[config.mk]
export PLATFORM = sky130hd
export DESIGN_NAME = mem_1rw_initiator_flat
export DESIGN_NICKNAME = d
export VERILOG_FILES = /design/src/rtl/mem_1rw_pkg.sv /design/src/rtl/mem_1rw_initiator_if.sv /design/src/rtl/mem_1rw_resp_fifo.sv /design/src/rtl/mem_1rw_initiator.sv /design/src/flat_wrapper.sv
export SDC_FILE = /design/constraint.sdc
export NUM_CORES = 1
export LEC_CHECK = 0
export CORE_AREA = 2 2 433 435
export DETAILED_ROUTE_END_ITERATION = 12
export DIE_AREA = 0 0 435 437
export GPL_TIMING_DRIVEN = 0
export MAX_ROUTING_LAYER = met4
export SYNTH_ARGS = -nofsm -noshare
export SYNTH_HDL_FRONTEND = slang
export SYNTH_SLANG_ARGS = --single-unit
[constraint.sdc]
create_clock -name clk -period 14.27 [get_ports clk]
set_input_delay 3.5675 -clock clk [delete_from_list [all_inputs] [get_ports clk]]
set_output_delay 3.5675 -clock clk [all_outputs]
set_load 0.005 [all_outputs]
[src/rtl/mem_1rw_pkg.sv]
// Shared types and constants for the 1RW memory initiator and its bench.
package mem_1rw_pkg;

  localparam int MEM_RD_LAT     = 3;
  localparam int DEF_WORD_SIZE  = 256;
  localparam int DEF_NUM_WORDS  = 128;
  localparam int DEF_WRITE_SIZE = 8;
  localparam int DEF_TAG_W      = 4;
  localparam int DEF_AW         = $clog2(DEF_NUM_WORDS);
  localparam int DEF_MW         = DEF_WORD_SIZE / DEF_WRITE_SIZE;

  typedef enum logic {
    ST_INIT = 1'b0,
    ST_IDLE = 1'b1
  } init_state_t;

  typedef struct packed {
    logic                     we;
    logic [DEF_AW-1:0]        addr;
    logic [DEF_WORD_SIZE-1:0] data;
    logic [DEF_MW-1:0]        wm;
    logic [DEF_TAG_W-1:0]     tag;
  } req_t;

  typedef struct packed {
    logic [DEF_WORD_SIZE-1:0] data;
    logic [DEF_TAG_W-1:0]     tag;
  } resp_t;

endpackage

[src/rtl/mem_1rw_initiator_if.sv]
// Request, response and macro-pin bundle; slave modport is the initiator side.
interface mem_1rw_initiator_if
  import mem_1rw_pkg::*;
#(
  parameter int WORD_SIZE  = DEF_WORD_SIZE,
  parameter int NUM_WORDS  = DEF_NUM_WORDS,
  parameter int WRITE_SIZE = DEF_WRITE_SIZE,
  parameter int TAG_W      = DEF_TAG_W
);
  localparam int AW = $clog2(NUM_WORDS);
  localparam int MW = WORD_SIZE / WRITE_SIZE;

  logic                 IN_req_valid;
  logic                 OUT_req_ready;
  logic                 IN_req_we;
  logic [AW-1:0]        IN_req_addr;
  logic [WORD_SIZE-1:0] IN_req_data;
  logic [MW-1:0]        IN_req_wm;
  logic [TAG_W-1:0]     IN_req_tag;
  logic                 OUT_resp_valid;
  logic                 IN_resp_ready;
  logic [WORD_SIZE-1:0] OUT_resp_data;
  logic [TAG_W-1:0]     OUT_resp_tag;
  logic                 OUT_mem_nce;
  logic                 OUT_mem_nwe;
  logic [AW-1:0]        OUT_mem_addr;
  logic [WORD_SIZE-1:0] OUT_mem_data;
  logic [MW-1:0]        OUT_mem_wm;
  logic [WORD_SIZE-1:0] IN_mem_data;
  logic                 OUT_init_done;

  modport slave (
    input  IN_req_valid, IN_req_we, IN_req_addr, IN_req_data, IN_req_wm, IN_req_tag,
    input  IN_resp_ready, IN_mem_data,
    output OUT_req_ready, OUT_resp_valid, OUT_resp_data, OUT_resp_tag,
    output OUT_mem_nce, OUT_mem_nwe, OUT_mem_addr, OUT_mem_data, OUT_mem_wm, OUT_init_done
  );

  modport master (
    output IN_req_valid, IN_req_we, IN_req_addr, IN_req_data, IN_req_wm, IN_req_tag,
    output IN_resp_ready, IN_mem_data,
    input  OUT_req_ready, OUT_resp_valid, OUT_resp_data, OUT_resp_tag,
    input  OUT_mem_nce, OUT_mem_nwe, OUT_mem_addr, OUT_mem_data, OUT_mem_wm, OUT_init_done
  );

endinterface

[src/rtl/mem_1rw_resp_fifo.sv]
// Read-response FIFO; output word is held while the head is not popped.
module mem_1rw_resp_fifo #(
  parameter int RESP_DEPTH = 4,
  parameter int WIDTH      = 260
) (
  input  logic             clk,
  input  logic             rst_n,
  input  logic             push,
  input  logic [WIDTH-1:0] din,
  input  logic             pop,
  output logic [WIDTH-1:0] dout,
  output logic             not_empty
);
  localparam int PW = $clog2(RESP_DEPTH);
  localparam int CW = $clog2(RESP_DEPTH + 1);

  logic [WIDTH-1:0] mem [RESP_DEPTH];
  logic [PW-1:0]    wr_ptr;
  logic [PW-1:0]    rd_ptr;
  logic [CW-1:0]    count;

  always_ff @(posedge clk) begin
    if (!rst_n) begin
      wr_ptr <= '0;
      rd_ptr <= '0;
      count  <= '0;
    end else begin
      if (push) wr_ptr <= wr_ptr + PW'(1);
      if (pop)  rd_ptr <= rd_ptr + PW'(1);
      case ({push, pop})
        2'b10:   count <= count + CW'(1);
        2'b01:   count <= count - CW'(1);
        default: count <= count;
      endcase
    end
  end

  always_ff @(posedge clk) begin
    if (push) mem[wr_ptr] <= din;
  end

  assign dout      = mem[rd_ptr];
  assign not_empty = (count != '0);

endmodule

[src/rtl/mem_1rw_initiator.sv]
// Credit-flowed initiator for a 1RW SRAM macro with registered pins and in-order reads.
// Define MEM_1RW_INIT_CLEAR_EN to zero the whole macro after every reset.
module mem_1rw_initiator
  import mem_1rw_pkg::*;
#(
  parameter int WORD_SIZE  = DEF_WORD_SIZE,
  parameter int NUM_WORDS  = DEF_NUM_WORDS,
  parameter int WRITE_SIZE = DEF_WRITE_SIZE,
  parameter int TAG_W      = DEF_TAG_W,
  parameter int RESP_DEPTH = 4
) (
  input  logic             clk,
  input  logic             rst_n,
  mem_1rw_initiator_if.slave bus
);
  localparam int AW = $clog2(NUM_WORDS);
  localparam int MW = WORD_SIZE / WRITE_SIZE;
  localparam int CW = $clog2(RESP_DEPTH + 1);
  localparam int FW = WORD_SIZE + TAG_W;

  logic                 init_done;
  logic [CW-1:0]        credits;
  logic                 acc;
  logic                 acc_rd;
  logic                 pop;
  logic                 fifo_vld;
  logic [FW-1:0]        fifo_dout;
  logic                 vld_p0, vld_p1, vld_p2;
  logic [TAG_W-1:0]     tag_p0, tag_p1, tag_p2;
  logic                 nce_nxt, nwe_nxt;
  logic [AW-1:0]        addr_nxt;
  logic [WORD_SIZE-1:0] data_nxt;
  logic [MW-1:0]        wm_nxt;

  // Credits cover both reads in the pipe and queued responses, so a push can never hit a full FIFO.
  assign bus.OUT_req_ready = init_done && (credits != '0);
  assign acc               = bus.IN_req_valid && bus.OUT_req_ready;
  assign acc_rd            = acc && !bus.IN_req_we;
  assign pop               = fifo_vld && bus.IN_resp_ready;
  assign bus.OUT_init_done = init_done;

`ifdef MEM_1RW_INIT_CLEAR_EN
  init_state_t   state, state_nxt;
  logic [AW-1:0] init_addr;

  always_ff @(posedge clk) begin
    if (!rst_n) begin
      state     <= ST_INIT;
      init_addr <= '0;
    end else begin
      state <= state_nxt;
      if (state == ST_INIT) init_addr <= init_addr + AW'(1);
    end
  end

  always_comb begin
    state_nxt = state;
    nce_nxt   = ~acc;
    nwe_nxt   = ~(acc & bus.IN_req_we);
    addr_nxt  = bus.IN_req_addr;
    data_nxt  = bus.IN_req_data;
    wm_nxt    = (acc && bus.IN_req_we) ? bus.IN_req_wm : '0;
    if (state == ST_INIT) begin
      nce_nxt  = 1'b0;
      nwe_nxt  = 1'b0;
      addr_nxt = init_addr;
      data_nxt = '0;
      wm_nxt   = '1;
      if (init_addr == AW'(NUM_WORDS - 1)) state_nxt = ST_IDLE;
    end
  end

  assign init_done = (state == ST_IDLE);
`else
  always_ff @(posedge clk) begin
    if (!rst_n) init_done <= 1'b0;
    else        init_done <= 1'b1;
  end

  always_comb begin
    nce_nxt  = ~acc;
    nwe_nxt  = ~(acc & bus.IN_req_we);
    addr_nxt = bus.IN_req_addr;
    data_nxt = bus.IN_req_data;
    wm_nxt   = (acc && bus.IN_req_we) ? bus.IN_req_wm : '0;
  end
`endif

  // p0: macro pins launched the cycle after accept
  always_ff @(posedge clk) begin
    if (!rst_n) begin
      bus.OUT_mem_nce  <= 1'b1;
      bus.OUT_mem_nwe  <= 1'b1;
      bus.OUT_mem_addr <= '0;
      bus.OUT_mem_data <= '0;
      bus.OUT_mem_wm   <= '0;
    end else begin
      bus.OUT_mem_nce  <= nce_nxt;
      bus.OUT_mem_nwe  <= nwe_nxt;
      bus.OUT_mem_addr <= addr_nxt;
      bus.OUT_mem_data <= data_nxt;
      bus.OUT_mem_wm   <= wm_nxt;
    end
  end

  // p0..p2: read tracking; p2 lines up with the cycle the macro presents its data
  always_ff @(posedge clk) begin
    if (!rst_n) begin
      vld_p0 <= 1'b0;
      vld_p1 <= 1'b0;
      vld_p2 <= 1'b0;
    end else begin
      vld_p0 <= acc_rd;
      vld_p1 <= vld_p0;
      vld_p2 <= vld_p1;
    end
  end

  always_ff @(posedge clk) begin
    tag_p0 <= bus.IN_req_tag;
    tag_p1 <= tag_p0;
    tag_p2 <= tag_p1;
  end

  always_ff @(posedge clk) begin
    if (!rst_n) begin
      credits <= CW'(RESP_DEPTH);
    end else begin
      case ({acc_rd, pop})
        2'b10:   credits <= credits - CW'(1);
        2'b01:   credits <= credits + CW'(1);
        default: credits <= credits;
      endcase
    end
  end

  mem_1rw_resp_fifo #(
    .RESP_DEPTH (RESP_DEPTH),
    .WIDTH      (FW)
  ) u_resp_fifo (
    .clk       (clk),
    .rst_n     (rst_n),
    .push      (vld_p2),
    .din       ({bus.IN_mem_data, tag_p2}),
    .pop       (pop),
    .dout      (fifo_dout),
    .not_empty (fifo_vld)
  );

  assign bus.OUT_resp_valid = fifo_vld;
  assign bus.OUT_resp_data  = fifo_dout[FW-1:TAG_W];
  assign bus.OUT_resp_tag   = fifo_dout[TAG_W-1:0];

endmodule

[src/flat_wrapper.sv]
// flat-port wrapper written by rule: the top's interface ports become plain ports
module mem_1rw_initiator_flat import mem_1rw_pkg::*;
#(
  parameter int WORD_SIZE  = DEF_WORD_SIZE,
  parameter int NUM_WORDS  = DEF_NUM_WORDS,
  parameter int WRITE_SIZE = DEF_WRITE_SIZE,
  parameter int TAG_W      = DEF_TAG_W,
  parameter int RESP_DEPTH = 4
)
  (clk, rst_n, bus_IN_req_valid, bus_IN_req_we, bus_IN_req_addr, bus_IN_req_data, bus_IN_req_wm, bus_IN_req_tag, bus_IN_resp_ready, bus_IN_mem_data, bus_OUT_req_ready, bus_OUT_resp_valid, bus_OUT_resp_data, bus_OUT_resp_tag, bus_OUT_mem_nce, bus_OUT_mem_nwe, bus_OUT_mem_addr, bus_OUT_mem_data, bus_OUT_mem_wm, bus_OUT_init_done);
  mem_1rw_initiator_if #(.WORD_SIZE(WORD_SIZE), .NUM_WORDS(NUM_WORDS), .WRITE_SIZE(WRITE_SIZE), .TAG_W(TAG_W)) bus_i ();
  input  logic clk;
  input  logic rst_n;
  input wire logic [$bits(bus_i.IN_req_valid)-1:0] bus_IN_req_valid;
  input wire logic [$bits(bus_i.IN_req_we)-1:0] bus_IN_req_we;
  input wire logic [$bits(bus_i.IN_req_addr)-1:0] bus_IN_req_addr;
  input wire logic [$bits(bus_i.IN_req_data)-1:0] bus_IN_req_data;
  input wire logic [$bits(bus_i.IN_req_wm)-1:0] bus_IN_req_wm;
  input wire logic [$bits(bus_i.IN_req_tag)-1:0] bus_IN_req_tag;
  input wire logic [$bits(bus_i.IN_resp_ready)-1:0] bus_IN_resp_ready;
  input wire logic [$bits(bus_i.IN_mem_data)-1:0] bus_IN_mem_data;
  output wire logic [$bits(bus_i.OUT_req_ready)-1:0] bus_OUT_req_ready;
  output wire logic [$bits(bus_i.OUT_resp_valid)-1:0] bus_OUT_resp_valid;
  output wire logic [$bits(bus_i.OUT_resp_data)-1:0] bus_OUT_resp_data;
  output wire logic [$bits(bus_i.OUT_resp_tag)-1:0] bus_OUT_resp_tag;
  output wire logic [$bits(bus_i.OUT_mem_nce)-1:0] bus_OUT_mem_nce;
  output wire logic [$bits(bus_i.OUT_mem_nwe)-1:0] bus_OUT_mem_nwe;
  output wire logic [$bits(bus_i.OUT_mem_addr)-1:0] bus_OUT_mem_addr;
  output wire logic [$bits(bus_i.OUT_mem_data)-1:0] bus_OUT_mem_data;
  output wire logic [$bits(bus_i.OUT_mem_wm)-1:0] bus_OUT_mem_wm;
  output wire logic [$bits(bus_i.OUT_init_done)-1:0] bus_OUT_init_done;
  assign bus_i.IN_req_valid = bus_IN_req_valid;
  assign bus_i.IN_req_we = bus_IN_req_we;
  assign bus_i.IN_req_addr = bus_IN_req_addr;
  assign bus_i.IN_req_data = bus_IN_req_data;
  assign bus_i.IN_req_wm = bus_IN_req_wm;
  assign bus_i.IN_req_tag = bus_IN_req_tag;
  assign bus_i.IN_resp_ready = bus_IN_resp_ready;
  assign bus_i.IN_mem_data = bus_IN_mem_data;
  assign bus_OUT_req_ready = bus_i.OUT_req_ready;
  assign bus_OUT_resp_valid = bus_i.OUT_resp_valid;
  assign bus_OUT_resp_data = bus_i.OUT_resp_data;
  assign bus_OUT_resp_tag = bus_i.OUT_resp_tag;
  assign bus_OUT_mem_nce = bus_i.OUT_mem_nce;
  assign bus_OUT_mem_nwe = bus_i.OUT_mem_nwe;
  assign bus_OUT_mem_addr = bus_i.OUT_mem_addr;
  assign bus_OUT_mem_data = bus_i.OUT_mem_data;
  assign bus_OUT_mem_wm = bus_i.OUT_mem_wm;
  assign bus_OUT_init_done = bus_i.OUT_init_done;
  mem_1rw_initiator #(.WORD_SIZE(WORD_SIZE), .NUM_WORDS(NUM_WORDS), .WRITE_SIZE(WRITE_SIZE), .TAG_W(TAG_W), .RESP_DEPTH(RESP_DEPTH)) u_core (.clk(clk), .rst_n(rst_n), .bus(bus_i));
endmodule
==> impl_metrics.json, run 1 <==
{
  "whs_ps": 325,
  "hpwl_um": 116000,
  "grt_pass1_wl_um": 209000,
  "initial_core_util": 0.251,
  "nFillCells": 17361,
  "critPathKind": "reg2out",
  "io_pins": 1120,
  "htreeDepth": 4,
  "area_delta_synth_final_pct": 42.9,
  "ys_top_cells_by_count": "edfxtp_1, dfxtp_1, and2_1",
  "cts_hold_buf": 0,
  "comb_power_share": 0.052,
  "grt_pass1_vias": 25996,
  "p_int_mw": 6.84,
  "synthArstFlopShare": 0,
  "antenna_found_initial": 55,
  "fin_crit_sh": 0.529,
  "tightestPinTransition_ps": 1360,
  "yosysTopAreaCell": "edfxtp_1",
  "syn_area_per_cell_um2": 22.4,
  "status": "completed",
  "drt_pass1_iterations": 7,
  "seqCellArea_um2": 37700,
  "cts_tree": "built",
  "die_w_um": 435,
  "clk_path_buf_depth": 3,
  "clockPowerShare": 0.448,
  "clkTransAtPathRegs_ps": 60,
  "ys_ff_latch": 1365,
  "required_ps": 10700,
  "startpoint_type": "flip-flop",
  "core_um2": 185000,
  "synth_edf_count": 1040,
  "synthCells": 2069,
  "crit_buf_inv": 4,
  "synth.distinct_cells": 25,
  "met2_usage": 0.297,
  "cp_top_family": "buffers and inverters",
  "finalNetCount": 3930,
  "r2r_setup_slack_ps": 11640,
  "fp-row-count": 158,
  "dieHeight_um": 437,
  "grt_max_degree": 55,
  "cts_root_buffer": "clkbuf_16",
  "grt_usage": 0.163,
  "end_kind": "primary output",
  "vias_per_cell": 4.11,
  "drtAntennaViolNets": 0,
  "worst_clock_skew_ps": 39.3,
  "critPathMaxStageDelay_ps": 1040,
  "switching_share": 0.211,
  "post_cts_buffers": 0,
  "routed_wl_um": 154000,
  "power.density_nw_per_um2": 131,
  "cp_max_fo": 11,
  "grt_util_met1": 0.150,
  "wire_per_inst_um": 25.6,
  "yosysWarnings": 0,
  "grt.busiest_layer": "met2",
  "setup_violations": 0,
  "cts_buffers": 151,
  "cp_cell_sequence": "buf_2 -> clkbuf_1 -> buf_2 -> mux4_2 -> clkdlybuf4s50_1",
  "ctsResizeCount": 0,
  "synth_nets": 2637,
  "pwr-share-seq": 0.501,
  "cpMostUsedCell": "buf_2",
  "synth_top_cell_area_share": 0.673,
  "max_cap_violations": 0,
  "hold_violations": 0,
  "rsz0062_at_grt": "false",
  "drive_gt1_frac": 0.158,
  "clock_sinks": 1365,
  "use_met3": 0.0514,
  "ys_seq_area_frac": 0.813,
  "slew_viol_final": 0,
  "fp.dieArea_um2": 190000,
  "p_leak_nw": 21.6,
  "first_iter_violations": 1501,
  "arrival_ps": 3990,
  "ir_drop_uv": 101,
  "slew_headroom": 0.0952,
  "grt.overflow.total": 0,
  "synthFlopType": "edfxtp_1",
  "critPathSlowestCell": "clkbuf_1",
  "hp-class": "reg2reg",
  "multi_input_area_um2": 8110,
  "place_congestion": 0.885,
  "placement.io_buffers": 1119,
  "clk_latency_ps": 810,
  "p_switching_mw": 1.83,
  "final_core_util": 0.359,
  "yosys-top-cells-area": "edfxtp_1, dfxtp_1, mux4_2",
  "vias": 24657,
  "syn-cell-area_um2": 46400,
  "setup_tns_ps": 0,
  "max_freq_mhz": 132,
  "drc_errors": 0,
  "yosys.cell_count.top_type": "edfxtp_1",
  "fin_crit_ps": 7560
}
[path summary, 6_finish.rpt]
path,start,end,cells past startpoint
hold reg to reg,u_core.tag_p1[2]$_DFF_P_,u_core.tag_p2[2]$_DFF_P_,0
setup / recovery,flip-flop,bus_OUT_resp_data[183],5
hold / removal,u_core.tag_p1[2]$_DFF_P_,u_core.tag_p2[2]$_DFF_P_,0
setup reg to reg,u_core.u_resp_fifo.wr_ptr[0]$_SDFFE_PN0P_,u_core.u_resp_fifo.mem[0][201]$_DFFE_PP_,6
[layer usage]
metal	routed length, um	vias up
met1	49600	12618
met2	84400	930
met5	0	-
met3	10600	279
li1	-	10830
met4	9050	0
[power by group through the flow]
stage | Sequential, mW | Clock, mW | Combinational, mW
after global routing | 4.34 | 4.15 | 0.473
after detailed placement | 4.43 | 0 | 0.455
after CTS | 4.34 | 4.00 | 0.457
after floorplan | 4.43 | 0 | 0.0859
final | 4.34 | 3.88 | 0.447
after global placement | 4.43 | 0 | 0.448
[state kept, by name (all words and copies together), names as in the netlist, named ones only]
name                       count
u_core.bus.OUT_init_done       1
u_core.bus.OUT_mem_addr        7
u_core.bus.OUT_mem_data      256
u_core.bus.OUT_mem_nce         1
u_core.bus.OUT_mem_nwe         1
u_core.bus.OUT_mem_wm         32
u_core.credits                 3
u_core.tag_p0                  4
u_core.tag_p1                  4
u_core.tag_p2                  4
u_core.u_resp_fifo.count       3
u_core.u_resp_fifo.mem      1040
u_core.u_resp_fifo.rd_ptr      2
u_core.u_resp_fifo.wr_ptr      2
u_core.vld_p0                  1
u_core.vld_p1                  1
u_core.vld_p2                  1
[metrics by stage]
| step | instance area, um2 | total power, mW | setup WS [ps] | std cells |
|---|---|---|---|---|
| CTS | 66300 | 8.80 | 6360 | 5961 |
| finish | 66400 | 8.67 | 6710 | 5999 |
| global route | 66300 | 8.96 | 6380 | 5997 |
| detailed placement | 61300 | 4.88 | 7280 | 5689 |
| global placement | 60700 | 4.88 | 1180 | 5668 |
| floorplan | 46400 | 4.51 | 7180 | 2069 |
[layout make-up]
| class | instances | share of cell area |
|---|---|---|
| flip-flops and latches | 1365 | 0.569 |
| inverters | 8 | 0.000453 |
| clock buffers | 191 | 0.0601 |
| repair buffers | 1140 | 0.178 |
| diodes | 38 | 0.00143 |
| well taps | 2480 | 0.0468 |
| clock inverters | 81 | 0.0143 |
| multi-input cells | 604 | 0.122 |
| plain buffers | 92 | 0.00839 |
[placed cells by master, fill, tap and decap left out, types with 13 or more instances in the layout]
master,netlist,final
and2_1,306,302
bufinv_16,0,13
clkinv_1,0,29
buf_6,23,23
buf_2,30,30
edfxtp_1,1040,1040
clkdlybuf4s50_1,0,1119
mux4_2,260,260
diode_2,0,38
clkbuf_16,0,151
clkinv_2,0,14
dfxtp_1,325,325
clkbuf_1,39,72
buf_16,0,21
[kinds of logic after synthesis]
| logic type | after synthesis | synth area share |
|---|---|---|
| muxes | 262 | 0.127 |
| DFF | 1365 | 0.813 |
| xor gates and xnor gates | 7 | 0.00132 |
| and+or+nand+nor | 319 | 0.0429 |
| buffers and inverters | 100 | 0.0126 |
| AOI/OAI and AO/OA | 8 | 0.00127 |
| adders and majority gates | 8 | 0.00248 |
Note: power is estimated with default switching activity, not from simulation.
==> inputs of run 2 (changes only) <==
clock period = 7.4 ns   (was 14.27 ns; I/O delays follow)
==> results of run 2 <==
The final DEF is identical to that of run 1. Status: completed.
Main changes from that run: setup slack after placement 7280 ps -> 2130 ps; setup slack after layout 6710 ps -> 1560 ps; register-to-register setup slack 11640 ps -> 4770 ps; total power 8.67 mW -> 16.7 mW; worst IR drop on VDD 101 uV -> 194 uV
==> inputs of run 3 (changes only) <==
clock period = 5.05 ns   (was 7.4 ns; I/O delays follow)
==> run 3 against run 2 <==
  * Final area fell by 0.24%
  * Combinational power up 47%
  * First-iteration DRC count is 8.9% lower
  * Count of clock-buffer cells in the layout fell by 6
  * Sequential cell count did not move
  * Core utilization decreased by 0.085 points
  * Clock power grew 43%
  * Via count is 0.18% lower
  * Critical path depth did not move
==> impl_metrics.json, run 3 (synthesis results as in run 1) <==
{
  "startpoint_type": "flip-flop",
  "placed_area_um2": 61300,
  "cts_tree": "built",
  "htreeDepth": 4,
  "place_congestion": 0.913,
  "power.density_nw_per_um2": 366,
  "ir_drop_uv": 315,
  "io_pins": 1120,
  "finalNetCount": 3928,
  "fin_crit_ps": 4580,
  "fp-row-count": 158,
  "largest_reg_flops": 1040,
  "grt_usage": 0.164,
  "reg2reg_depth": 4,
  "initial_core_util": 0.251,
  "fp.dieArea_um2": 190000,
  "cts_buffers": 149,
  "nFillCells": 17426,
  "cts_root_buffer": "clkbuf_16",
  "drc_errors": 0,
  "antenna_found_initial": 49,
  "r2r_end": "u_core.u_resp_fifo.mem[1][220]$_DFFE_PP_",
  "clkTransAtPathRegs_ps": 60,
  "max_freq_mhz": 218,
  "routed_wl_um": 154000,
  "tightestPinTransition_ps": 875,
  "slew_headroom": 0.417,
  "rsz0062_at_grt": "false",
  "clk_latency_ps": 800,
  "critPathKind": "reg2out",
  "final_common_cell": "clkdlybuf4s50_1",
  "grt_max_degree": 54,
  "power_mw": 24.2,
  "setup_violations": 0,
  "cp_max_fo": 10,
  "setup_tns_ps": 0,
  "first_iter_violations": 1368,
  "final_core_util": 0.358,
  "reg_top3": "u_core.u_resp_fifo.mem x1040, u_core.bus.OUT_mem_data x256, u_core.bus.OUT_mem_wm x32",
  "dieHeight_um": 437,
  "ctsResizeCount": 3,
  "hpwl_um": 116000,
  "clock_sinks": 1365,
  "final_area_um2": 66200,
  "vias": 24612,
  "area_delta_synth_final_pct": 42.6,
  "whs_ps": 326,
  "end_kind": "primary output",
  "slew_viol_final": 0,
  "placement.io_buffers": 1119,
  "wire_per_inst_um": 25.7,
  "r2r_start": "u_core.u_resp_fifo.wr_ptr[0]$_SDFFE_PN0P_",
  "worst_clock_skew_ps": 46.5,
  "r2r_setup_slack_ps": 2670,
  "arrival_ps": 3320,
  "grt.overflow.total": 0,
  "vias_per_cell": 4.11,
  "max_cap_violations": 0,
  "hold_violations": 0,
  "p_leak_nw": 21.5,
  "most-common-layout-cells": "clkdlybuf4s50_1, edfxtp_1, dfxtp_1",
  "required_ps": 3790,
  "post_cts_buffers": 0,
  "grt_pass1_wl_um": 210000,
  "hp-class": "reg2reg",
  "status": "completed",
  "cts_hold_buf": 0,
  "die_w_um": 435,
  "drt_pass1_iterations": 5,
  "grt_pass1_vias": 26475,
  "drtAntennaViolNets": 0,
  "cp-endpoint": "bus_OUT_resp_data[39]",
  "regMostFlops": "u_core.u_resp_fifo.mem",
  "fin_crit_sh": 0.907,
  "clk_path_buf_depth": 3,
  "core_um2": 185000,
  "drive_gt1_frac": 0.158
}
==> run 3: layout make-up <==
class / count / area, um2 / area share
buffer: 92 / 569 / 0.00860
timing repair buffer: 1140 / 11800 / 0.178
clock buffer: 185 / 3940 / 0.0594
sequential: 1365 / 37700 / 0.570
clock inverter: 82 / 845 / 0.0128
inverter: 8 / 30.0 / 0.000454
multi-input combinational: 604 / 8110 / 0.123
tap: 2480 / 3100 / 0.0469
antenna: 37 / 92.6 / 0.00140
==> run 3: per-stage QoR <==
| step | cells | setup slack [ps] |
|---|---|---|
| after floorplan | 2069 | 890 |
| after global placement | 5668 | -2250 |
| after detailed placement | 5689 | 600 |
| after CTS | 5956 | 56.0 |
| after global routing | 5986 | 175 |
| final | 5993 | 469 |
==> run 3: layer usage <==
layer,up-vias,global-route usage,share of wire
met1,12616,0.150,0.32
met4,0,0.0810,0.050
met2,918,0.305,0.56
li1,10810,-,-
met5,-,-,0
met3,268,0.0491,0.066
==> run 3: how the worst min path moves through the flow <==
| stage | end | depth (start not counted) | from | slack, ps |
|---|---|---|---|---|
| after CTS | u_core.tag_p1[0]$_DFF_P_ | 0 | u_core.tag_p0[0]$_DFF_P_ | 330 |
| after floorplan | u_core.tag_p1[0]$_DFF_P_ | 0 | u_core.tag_p0[0]$_DFF_P_ | 310 |
| after detailed placement | u_core.tag_p1[0]$_DFF_P_ | 0 | u_core.tag_p0[0]$_DFF_P_ | 310 |
| after global routing | u_core.tag_p1[0]$_DFF_P_ | 0 | u_core.tag_p0[0]$_DFF_P_ | 340 |
| after global placement | u_core.tag_p1[1]$_DFF_P_ | 0 | u_core.tag_p0[1]$_DFF_P_ | 320 |
| final | u_core.tag_p1[0]$_DFF_P_ | 0 | u_core.tag_p0[0]$_DFF_P_ | 330 |
==> run 3: power by group <==
| group | switching [mW] | total, mW | internal (mW) |
|---|---|---|---|
| registers | 0.0700 | 12.3 | 12.2 |
| clock network | 4.55 | 10.7 | 6.14 |
| logic | 0.472 | 1.27 | 0.794 |
| total | 5.09 | 24.2 | 19.1 |
==> run 3: critical path: stages (launching register included) <==
cell             delay [ps]
dfxtp_1                 300
buf_2                   380
clkbuf_8                370
buf_2                   400
mux4_2                  360
clkdlybuf4s50_1         660
